$ cat config.mk
export PLATFORM = sky130hd
export DESIGN_NAME = pipe_stage_elastic
export DESIGN_NICKNAME = d
export VERILOG_FILES = /design/src/rtl/pipe_pkg.sv /design/src/rtl/dff.sv /design/src/rtl/pipe_slot.sv /design/src/rtl/pipe_stage_elastic.sv
export SDC_FILE = /design/constraint.sdc
export NUM_CORES = 1
export LEC_CHECK = 0
export ABC_CLOCK_PERIOD_IN_PS = 2200
export CORE_ASPECT_RATIO = 1.75
export CORE_MARGIN = 1
export CORE_UTILIZATION = 35
export CTS_BUF_LIST = sky130_fd_sc_hd__clkbuf_8
export DETAILED_ROUTE_END_ITERATION = 8
export PLACE_DENSITY = 0.6
export SYNTH_ARGS = -nofsm -noshare
export SYNTH_HDL_FRONTEND = slang
export SYNTH_HIERARCHICAL = 1
export SYNTH_SLANG_ARGS = --single-unit
$ cat constraint.sdc
create_clock -name clk -period 2.2 [get_ports clk]
set_clock_uncertainty 0.2 [all_clocks]
set_input_delay 0.66 -clock clk [delete_from_list [all_inputs] [get_ports clk]]
set_output_delay 0.66 -clock clk [all_outputs]
set_load 0.05 [all_outputs]
$ cat src/rtl/pipe_pkg.sv
// Shared definitions for the elastic inter-stage pipeline register:
// state encoding and small state-decode helpers.
package pipe_pkg;

    localparam int STATE_W = 2;

    // 2'b11 is never written; the decode helpers below treat it as EMPTY.
    typedef enum logic [STATE_W-1:0] {
        ST_EMPTY = 2'b00,
        ST_FULL  = 2'b01,
        ST_SKID  = 2'b10
    } pipe_state_e;

    // True when the main slot holds a live entry.
    function automatic logic st_holds(input pipe_state_e s);
        logic r;
        case (s)
            ST_FULL: r = 1'b1;
            ST_SKID: r = 1'b1;
            default: r = 1'b0;
        endcase
        return r;
    endfunction

    // True when the stage can take a new entry (skid slot free).
    function automatic logic st_accepts(input pipe_state_e s);
        logic r;
        case (s)
            ST_SKID: r = 1'b0;
            default: r = 1'b1;
        endcase
        return r;
    endfunction

endpackage

$ cat src/rtl/dff.sv
// Basic load-enabled flop bank with synchronous active-low reset.
module dff #(
    parameter int W = 1
) (
    input  logic         clk,
    input  logic         rst,
    input  logic         en,
    input  logic [W-1:0] d,
    output logic [W-1:0] q
);

    // Clear on reset, otherwise capture d when enabled.
    always_ff @(posedge clk) begin
        if (!rst) begin
            q <= {W{1'b0}};
        end else if (en) begin
            q <= d;
        end
    end

endmodule

$ cat src/rtl/pipe_slot.sv
// One buffer slot holding a datapath bundle plus its control bundle.
module pipe_slot
    import pipe_pkg::*;
#(
    parameter int DATA_W = 64,
    parameter int CTRL_W = 8
) (
    input  logic              clk,
    input  logic              rst,
    input  logic              load,
    input  logic [DATA_W-1:0] in_data,
    input  logic [CTRL_W-1:0] in_ctrl,
    output logic [DATA_W-1:0] out_data,
    output logic [CTRL_W-1:0] out_ctrl
);

    logic [DATA_W+CTRL_W-1:0] slot_d_s;
    logic [DATA_W+CTRL_W-1:0] slot_q_s;

    assign slot_d_s = {in_data, in_ctrl};
    assign out_data = slot_q_s[DATA_W+CTRL_W-1:CTRL_W];
    assign out_ctrl = slot_q_s[CTRL_W-1:0];

    dff #(.W(DATA_W + CTRL_W)) u_bank (
        .clk (clk),
        .rst (rst),
        .en  (load),
        .d   (slot_d_s),
        .q   (slot_q_s)
    );

endmodule

$ cat src/rtl/pipe_stage_elastic.sv
// Elastic pipeline register: main + skid slot behind a valid/ready
// handshake, with registered in_ready, flush, bubble ctrl masking and a
// saturating downstream-stall counter.
module pipe_stage_elastic
    import pipe_pkg::*;
#(
    parameter int DATA_W = 64,
    parameter int CTRL_W = 8,
    parameter int CNT_W  = 16
) (
    input  logic              clk,
    input  logic              rst,
    input  logic              flush,
    input  logic              in_valid,
    output logic              in_ready,
    input  logic [DATA_W-1:0] in_data,
    input  logic [CTRL_W-1:0] in_ctrl,
    output logic              out_valid,
    input  logic              out_ready,
    output logic [DATA_W-1:0] out_data,
    output logic [CTRL_W-1:0] out_ctrl,
    output logic [CNT_W-1:0]  stall_cnt
);

    localparam logic [CNT_W-1:0] CNT_MAX = {CNT_W{1'b1}};
    localparam logic [CNT_W-1:0] CNT_ONE = {{(CNT_W-1){1'b0}}, 1'b1};

    pipe_state_e       state_r;
    logic [CNT_W-1:0]  stall_cnt_r;

    logic              in_ready_s;
    logic              out_valid_s;
    logic              in_xfer_s;
    logic              out_xfer_s;
    logic              main_load_s;
    logic              skid_load_s;
    logic              main_from_skid_s;
    logic [DATA_W-1:0] main_d_data_s;
    logic [CTRL_W-1:0] main_d_ctrl_s;
    logic [DATA_W-1:0] main_data_s;
    logic [CTRL_W-1:0] main_ctrl_s;
    logic [DATA_W-1:0] skid_data_s;
    logic [CTRL_W-1:0] skid_ctrl_s;

    // Handshake flags decode purely from the state register.
    assign in_ready_s  = st_accepts(state_r);
    assign out_valid_s = st_holds(state_r);
    assign in_xfer_s   = in_valid & in_ready_s;
    assign out_xfer_s  = out_valid_s & out_ready;

    assign in_ready  = in_ready_s;
    assign out_valid = out_valid_s;
    assign out_data  = main_data_s;
    // An empty slot must never present live control bits downstream.
    assign out_ctrl  = main_ctrl_s & {CTRL_W{out_valid_s}};
    assign stall_cnt = stall_cnt_r;

    // Slot load enables and main-slot source select for this edge.
    always_comb begin
        main_load_s      = 1'b0;
        skid_load_s      = 1'b0;
        main_from_skid_s = 1'b0;
        if (flush) begin
            main_load_s      = 1'b0;
            skid_load_s      = 1'b0;
            main_from_skid_s = 1'b0;
        end else begin
            case (state_r)
                ST_EMPTY: begin
                    main_load_s = in_valid;
                end
                ST_FULL: begin
                    main_load_s = in_xfer_s & out_xfer_s;
                    skid_load_s = in_xfer_s & ~out_xfer_s;
                end
                ST_SKID: begin
                    main_load_s      = out_ready;
                    main_from_skid_s = 1'b1;
                end
                default: begin
                    main_load_s = in_valid;
                end
            endcase
        end
    end

    // Main slot input: the skid entry when draining it, else upstream.
    always_comb begin
        if (main_from_skid_s) begin
            main_d_data_s = skid_data_s;
            main_d_ctrl_s = skid_ctrl_s;
        end else begin
            main_d_data_s = in_data;
            main_d_ctrl_s = in_ctrl;
        end
    end

    // Occupancy FSM: reset beats flush, flush beats the handshake.
    always_ff @(posedge clk) begin
        if (!rst) begin
            state_r <= ST_EMPTY;
        end else if (flush) begin
            state_r <= ST_EMPTY;
        end else begin
            case (state_r)
                ST_EMPTY: begin
                    if (in_valid) begin
                        state_r <= ST_FULL;
                    end
                end
                ST_FULL: begin
                    if (in_xfer_s && !out_xfer_s) begin
                        state_r <= ST_SKID;
                    end else if (!in_xfer_s && out_xfer_s) begin
                        state_r <= ST_EMPTY;
                    end
                end
                ST_SKID: begin
                    if (out_ready) begin
                        state_r <= ST_FULL;
                    end
                end
                default: begin
                    state_r <= in_valid ? ST_FULL : ST_EMPTY;
                end
            endcase
        end
    end

    // Count stalled output cycles, sticking at all-ones; only reset clears.
    always_ff @(posedge clk) begin
        if (!rst) begin
            stall_cnt_r <= {CNT_W{1'b0}};
        end else if (out_valid_s && !out_ready && !flush && (stall_cnt_r != CNT_MAX)) begin
            stall_cnt_r <= stall_cnt_r + CNT_ONE;
        end
    end

    pipe_slot #(.DATA_W(DATA_W), .CTRL_W(CTRL_W)) u_main (
        .clk      (clk),
        .rst      (rst),
        .load     (main_load_s),
        .in_data  (main_d_data_s),
        .in_ctrl  (main_d_ctrl_s),
        .out_data (main_data_s),
        .out_ctrl (main_ctrl_s)
    );

    pipe_slot #(.DATA_W(DATA_W), .CTRL_W(CTRL_W)) u_skid (
        .clk      (clk),
        .rst      (rst),
        .load     (skid_load_s),
        .in_data  (in_data),
        .in_ctrl  (in_ctrl),
        .out_data (skid_data_s),
        .out_ctrl (skid_ctrl_s)
    );

endmodule

==> results of run 1 <==
-- cell families after synthesis --
group,count (synthesis),synth area share (%)
AND/OR/NAND/NOR,214,18.0
AO/OA/AOI/OAI,32,2.75
flip-flops,162,43.2
adder cells (fa/ha/maj),5,0.833
buffers and inverters,50,4.95
multiplexers,218,30.3
-- repair_timing --
action,4_1_cts,5_1_grt
setup buffers,7,9
pin swaps,3,17
endpoints found under the setup margin,60,104
gates cloned,3,14
resized for setup,15,43
-- state kept, by name (all words and copies together), names as in the netlist --
name and count:
u_main/u_bank/q 72, u_skid/u_bank/q 72, stall_cnt 16, state_r 2
-- power groups by stage --
stage	Sequential, mW	Combinational (mW)	Clock [mW]
floorplan	3.35	0.414	0
global placement	3.14	0.970	0
detailed placement	3.15	0.991	0
CTS	3.08	1.04	2.36
global route	3.09	1.20	2.47
finish	3.08	1.14	2.27
-- stage by stage --
| stage | total power [mW] | hold slack, ns | TNS, ns | utilization [%] |
|---|---|---|---|---|
| after global placement | 4.11 | 0.285 | -60.39 | 45.3 |
| after global routing | 6.76 | 0.315 | -18.86 | 51.1 |
| after CTS | 6.47 | 0.297 | -2.37 | 48.3 |
| after floorplan | 3.76 | 0.275 | 0 | - |
| final | 6.49 | 0.315 | -7.24 | 51.1 |
| after detailed placement | 4.14 | 0.298 | -67.52 | 45.3 |
-- final cells by class --
cell class	instances	area [um^2]
Sequential cell	162	3250
Multi-Input combinational cell	469	4110
Fill cell	1874	10200
Tap cell	252	315
Clock inverter	9	104
Timing Repair Buffer	226	2580
Clock buffer	23	317
Inverter	7	28.8
-- path summary, 6_finish.rpt --
path / startpoint / endpoint / slack [ns] / cells after the start
setup / recovery: state_r[0] / out_ctrl[7] / -0.20 / 5
hold / removal: u_skid/u_bank/q[4] / u_skid/u_bank/q[4] / 0.32 / 2
setup reg to reg: state_r[0] / u_main/u_bank/q[45] / -0.10 / 12
hold reg to reg: u_skid/u_bank/q[4] / u_skid/u_bank/q[4] / 0.32 / 2
-- cells in the final DEF (no fill, tap or decap), types with 4 or more instances in the layout --
cell             count
buf_6                8
buf_4               99
or3_1                4
nand2_1              7
dfxtp_2              4
nand2b_1             4
nand4_1              5
dfxtp_1            158
buf_12              23
buf_16               8
mux2i_1            138
a21oi_1              6
inv_1                6
mux2_1              72
o21ai_1              5
clkbuf_8            23
nor2b_1            146
mux2i_2              5
clkdlybuf4s50_1     75
nor3_1               8
and2_4               8
clkbuf_16           12
o31ai_1              4
-- layer usage --
| layer | GRT usage [%] | up-vias |
|---|---|---|
| met3 | 4.48 | 23 |
| li1 | - | 2763 |
| met2 | 33.6 | 119 |
| met4 | 7.46 | 0 |
| met5 | 0 | - |
| met1 | 18.0 | 2694 |
-- worst max-delay path: cells and delay by family, from the launching register on --
| kind | cells | cell delay, ns |
|---|---|---|
| AND/OR/NAND/NOR | 1 | 0.16 |
| flip-flops | 1 | 0.34 |
| buffers and inverters | 3 | 0.31 |
| adder cells (fa/ha/maj) | 1 | 0.28 |
==> flow_metrics.tcl, run 1 <==
set metrics [dict create \
    drtIter0Drc 153 \
    synthTopCellsByCount "dfxtp_1, nor2b_1, mux2i_1, mux2_1, clkbuf_1" \
    cp.arrival_ns 1.54 \
    ctsHoldBuffers 0 \
    die_w_um 113 \
    crit_path_start_kind "flop" \
    cts_buffers 17 \
    cts_root_buf "clkbuf_8" \
    p_clk_share_pct 35.0 \
    syn_nets 763 \
    violations "negative setup slack" \
    die_h_um 196 \
    wl_per_cell_um 17.9 \
    synth-edff-count 0 \
    postSynthAreaPerCell_um2 11.0 \
    post-route-period-util_pct 109 \
    io_buffers 166 \
    final_antenna_net_count 0 \
    power_frac_comb_pct 17.5 \
    maxCapViolations 0 \
    num_rows 70 \
    yosysUniqueCellTypes 45 \
    syn_inst 681 \
    synth_seq_area_share_pct 43.2 \
    fmax_mhz 417 \
    worst-setup-path-type "flop to primary output" \
    worstPathRequired_ns 1.34 \
    ys_ff_latch 162 \
    status "complete, but fails checks" \
    synth_most_common_cell "dfxtp_1" \
    stdcell_area_um2 10700 \
    synth_ff_type "dfxtp_1" \
    cp-end-kind "primary output" \
    crit_slowest_cell "dfxtp_2" \
    setup_violations 125 \
    cts_tree "built" \
    ir_worst_vdd_uv 291 \
    max_stage_delay_ns 0.34 \
    grt_pass1_wl_um 30100 \
    dp_slack_ns -0.529 \
    drive_above_1_share_pct 25.8 \
    path_clk_slew_ns 0.08 \
    overflow 0 \
    ios 167 \
    report.final.slew_viol_count 0 \
    fin_cells 1148 \
    leakagePower_nw 3.93 \
    placed_area_um2 9490 \
    ys_top_cells_by_area "dfxtp_1, mux2i_1, nor2b_1" \
    core_um2 20900 \
    worst_pin_slew_ns 0.445 \
    swShare_pct 26.5 \
    dr_wl_met2_um 11600 \
    antenna_found_initial 0 \
    power.density_nw_per_um2 607 \
    path_max_fanout 8 \
    grt_max_degree 58 \
    hold_viol_final 0 \
    drt_wl_total_um 20600 \
    synth_warnings 6 \
    fin_ws_ns -0.201 \
    vias 5599 \
    slew_headroom_pct 70.1 \
    gp_congestion 0.748 \
    nNetsFinal 965 \
    worstHoldPathType "flop to flop" \
    power.internal_mw 4.77 \
    hpwl_um 12800 \
    synthArstFlopShare_pct 0 \
    drt_pre_antenna_iters 4 \
    sequentialPowerShare_pct 47.4 \
    dp.cells 1084 \
    met3_length_um 843 \
    synth.top_cell.area_share_pct 43.2 \
    p_switching_mw 1.72 \
    drc 0 \
    area_delta_synth_final_pct 42.5 \
    n_antenna_cell 0 \
    synth.largest_area_cell "dfxtp_1" \
    rsz0062_at_grt "true" \
    dr.max_layer_used "met4" \
    grtUsageTotal_pct 17.7 \
    period_minus_slack_ns 2.40 \
    cts.htree.levels 4 \
    via_per_inst 4.88 \
    cts_buffer_depth 2 \
    dieArea_um2 22100 \
    synth.cell_area_um2 7510 \
    insertion_delay_ns 0.46 \
    start_util_pct 35.9 \
    wl_met1_um 7790 \
    cts.sinks 162 \
    crit_chain "inv_2, ha_4, buf_6, and2_4, buf_12" \
    grt_pass1_vias 5795 \
]
Note: power is estimated with default switching activity, not from simulation.
==> inputs of run 2 (changes only) <==
--- a/config.mk
+++ b/config.mk
@@ -5,13 +5,14 @@
 export SDC_FILE = /design/constraint.sdc
 export NUM_CORES = 1
 export LEC_CHECK = 0
+export ABC_AREA = 1
 export ABC_CLOCK_PERIOD_IN_PS = 2200
 export CORE_ASPECT_RATIO = 1.75
 export CORE_MARGIN = 1
 export CORE_UTILIZATION = 35
 export CTS_BUF_LIST = sky130_fd_sc_hd__clkbuf_8
 export DETAILED_ROUTE_END_ITERATION = 8
-export PLACE_DENSITY = 0.6
+export PLACE_DENSITY = 0.59
 export SYNTH_ARGS = -nofsm -noshare
 export SYNTH_HDL_FRONTEND = slang
 export SYNTH_HIERARCHICAL = 1
==> run 2 against run 1 <==
Against the previous run: the run still ends with negative setup slack left; wire length up 15%; global-route usage down 0.68 points; combinational power up 77%; count of clock-buffer cells in the layout is 5 lower; first-iteration DRC count increased by 150%; synthesized cell count up 78%; sequential cell count unchanged; non-clock buffer count rose by 22; highest routed layer unchanged; critical path depth increased by 1; total power rose by 13%; critical endpoint is now out_ctrl[4]; final cell count grew 51%; die area rose by 8.0%.
==> flow_metrics.tcl, run 2 <==
set metrics [dict create \
    report.final.slew_viol_count 0 \
    drtIter0Drc 381 \
    synth_compound_area_share_pct 0.879 \
    met3_length_um 1040 \
    drt_wl_total_um 23700 \
    io_buffers 166 \
    synthSimpleGateAreaFrac_pct 35.4 \
    area_delta_synth_final_pct 42.0 \
    worstHoldPathType "flop to flop" \
    synth.largest_area_cell "dfxtp_1" \
    synth_warnings 6 \
    synth_ff_type "dfxtp_1" \
    crit_slowest_cell "dfxtp_2" \
    placed_area_um2 10200 \
    cts_buffer_depth 2 \
    status "complete, but fails checks" \
    setup_violations 45 \
    drt_pre_antenna_iters 4 \
    worstPathRequired_ns 1.34 \
    maxCapViolations 0 \
    worst-setup-path-type "flop to primary output" \
    grt_max_degree 73 \
    fmax_mhz 407 \
    crit_path_start_kind "flop" \
    num_rows 73 \
    max_stage_delay_ns 0.35 \
    ir_worst_vdd_uv 306 \
    drc 0 \
    synth_top_family_by_area "simple AND/OR/NAND/NOR gates" \
    die_w_um 117 \
    die_h_um 203 \
    path_clk_slew_ns 0.08 \
    cp_num_buf_inv 4 \
    muxShareOfSynthArea_pct 9.99 \
    synth_xor_area_share_pct 0 \
    mostFrequentLayoutCell "nand2_1" \
    yosysUniqueCellTypes 26 \
    dr.max_layer_used "met4" \
    ctsHoldBuffers 0 \
    violations "negative setup slack" \
    cp-end-kind "primary output" \
    slew_headroom_pct 78.0 \
    seqCellArea_um2 3250 \
    synth-edff-count 0 \
    wl_per_cell_um 13.7 \
    insertion_delay_ns 0.47 \
    power.density_nw_per_um2 637 \
    tns_ns -2.83 \
    yosys.area_share.adder_pct 0.771 \
    cts_root_buf "clkbuf_8" \
    synth.top_cell.area_share_pct 40.0 \
    hpwl_um 13400 \
    dr_wl_met2_um 12800 \
    fin_ws_ns -0.258 \
    synthTopCellsByCount "nand2_1, nor2_1, inv_1, dfxtp_1, mux2_1" \
    drive_above_1_share_pct 18.5 \
    ios 167 \
    ys_ff_latch 162 \
    totalPowerFinal_mw 7.33 \
    worst_pin_slew_ns 0.330 \
    core_um2 22700 \
    rsz0062_at_grt "true" \
    synth_most_common_cell "nand2_1" \
    synthArstFlopShare_pct 0 \
    final_antenna_net_count 0 \
    grtUsageTotal_pct 17.0 \
    cts_buffers 17 \
    cts.sinks 162 \
    start_util_pct 35.7 \
    path_max_fanout 6 \
    period_minus_slack_ns 2.46 \
    syn_nets 1294 \
    gp_congestion 0.811 \
    post-route-period-util_pct 112 \
    crit_family "buffers and inverters" \
    cts.htree.levels 4 \
    synth_seq_area_share_pct 40.0 \
    fillers 2246 \
    postSynthAreaPerCell_um2 6.70 \
    synth.cell_area_um2 8120 \
    cts_tree "built" \
    antenna_found_initial 0 \
    ys_top_cells_by_area "dfxtp_1, nand2_1, nor2_1" \
    grt_pass1_wl_um 31500 \
    leakagePower_nw 5.54 \
    cp.arrival_ns 1.60 \
    crit_chain "inv_4, ha_4, buf_4, nand2_4, clkinvlp_4, buf_12" \
    hold_viol_final 0 \
    layout_common_cells "nand2_1, nor2_1, inv_1" \
    syn_inst 1212 \
    overflow 0 \
    nNetsFinal 1503 \
    n_antenna_cell 0 \
    multi_input_area_um2 3950 \
    grt_pass1_vias 6794 \
    stdcell_area_um2 11500 \
    dieArea_um2 23800 \
    vias 7593 \
    wl_met1_um 9480 \
    via_per_inst 4.38 \
]
[run 2: cell types whose count changed after synthesis, sizes merged, moves of 33 or more]
| cell | before | now |
|---|---|---|
| buf | 23 | 56 |
| nor2b | 146 | 0 |
| nand2 | 9 | 361 |
| inv | 7 | 173 |
| mux2i | 145 | 0 |
| nor2 | 6 | 349 |
[run 2: layout make-up]
type	count	share of cell area, %
Clock buffer	18	2.15
Clock inverter	14	1.02
Inverter	174	6.00
Multi-Input combinational cell	818	34.2
Sequential cell	162	28.2
Tap cell	300	3.26
Timing Repair Buffer	248	25.2
[run 2: final timing paths]
kind / depth (start not counted) / slack [ns] / to / from
worst min register to register: 2 / 0.27 / u_skid/u_bank/q[42] / u_skid/u_bank/q[42]
worst max register to register: 13 / -0.06 / u_skid/u_bank/q[34] / state_r[0]
worst min-delay path: 2 / 0.27 / u_skid/u_bank/q[42] / u_skid/u_bank/q[42]
worst max-delay path: 6 / -0.26 / out_ctrl[4] / state_r[0]
[run 2: kinds of logic after synthesis]
family / Yosys count
compound gates: 14
buf+inv: 232
flops: 162
fa+ha+maj: 5
simple gates: 727
mux: 72
[run 2: layer usage]
layer / vias to the layer above / GRT usage, %
li1: 3977 / -
met5: - / 0
met2: 153 / 31.5
met4: 0 / 7.55
met1: 3442 / 17.7
met3: 21 / 3.92
[run 2: timing repair]
item | in CTS | in global routing
setup endpoints to repair | 19 | 153
cloned | 0 | 33
resized for setup | 24 | 48
buffers inserted | 8 | 12
pin swaps | 1 | 22
[run 2: tightest hold or removal path, delay by kind of cell, from the launching register on]
kind / cells / cell delay, ns
flip-flops: 1 / 0.31
AND/OR/NAND/NOR: 2 / 0.13
[run 2: report_power, final]
group | leakage (nW) | total, mW | internal [mW] | switching, mW
sequential | 1.32 | 3.23 | 3.12 | 0.110
clock | 0.183 | 2.09 | 0.917 | 1.17
combinational | 4.04 | 2.02 | 0.840 | 1.18
[run 2: stage by stage]
step	setup WS [ns]	std cells	hold slack (ns)	utilization (%)
final	-0.258	1734	0.269	50.7
after global routing	-0.337	1734	0.289	50.7
after CTS	-0.292	1689	0.271	46.8
after detailed placement	-0.349	1650	0.259	44.6
after global placement	-0.353	1650	0.251	44.6
after floorplan	0.00292	1212	0.242	-
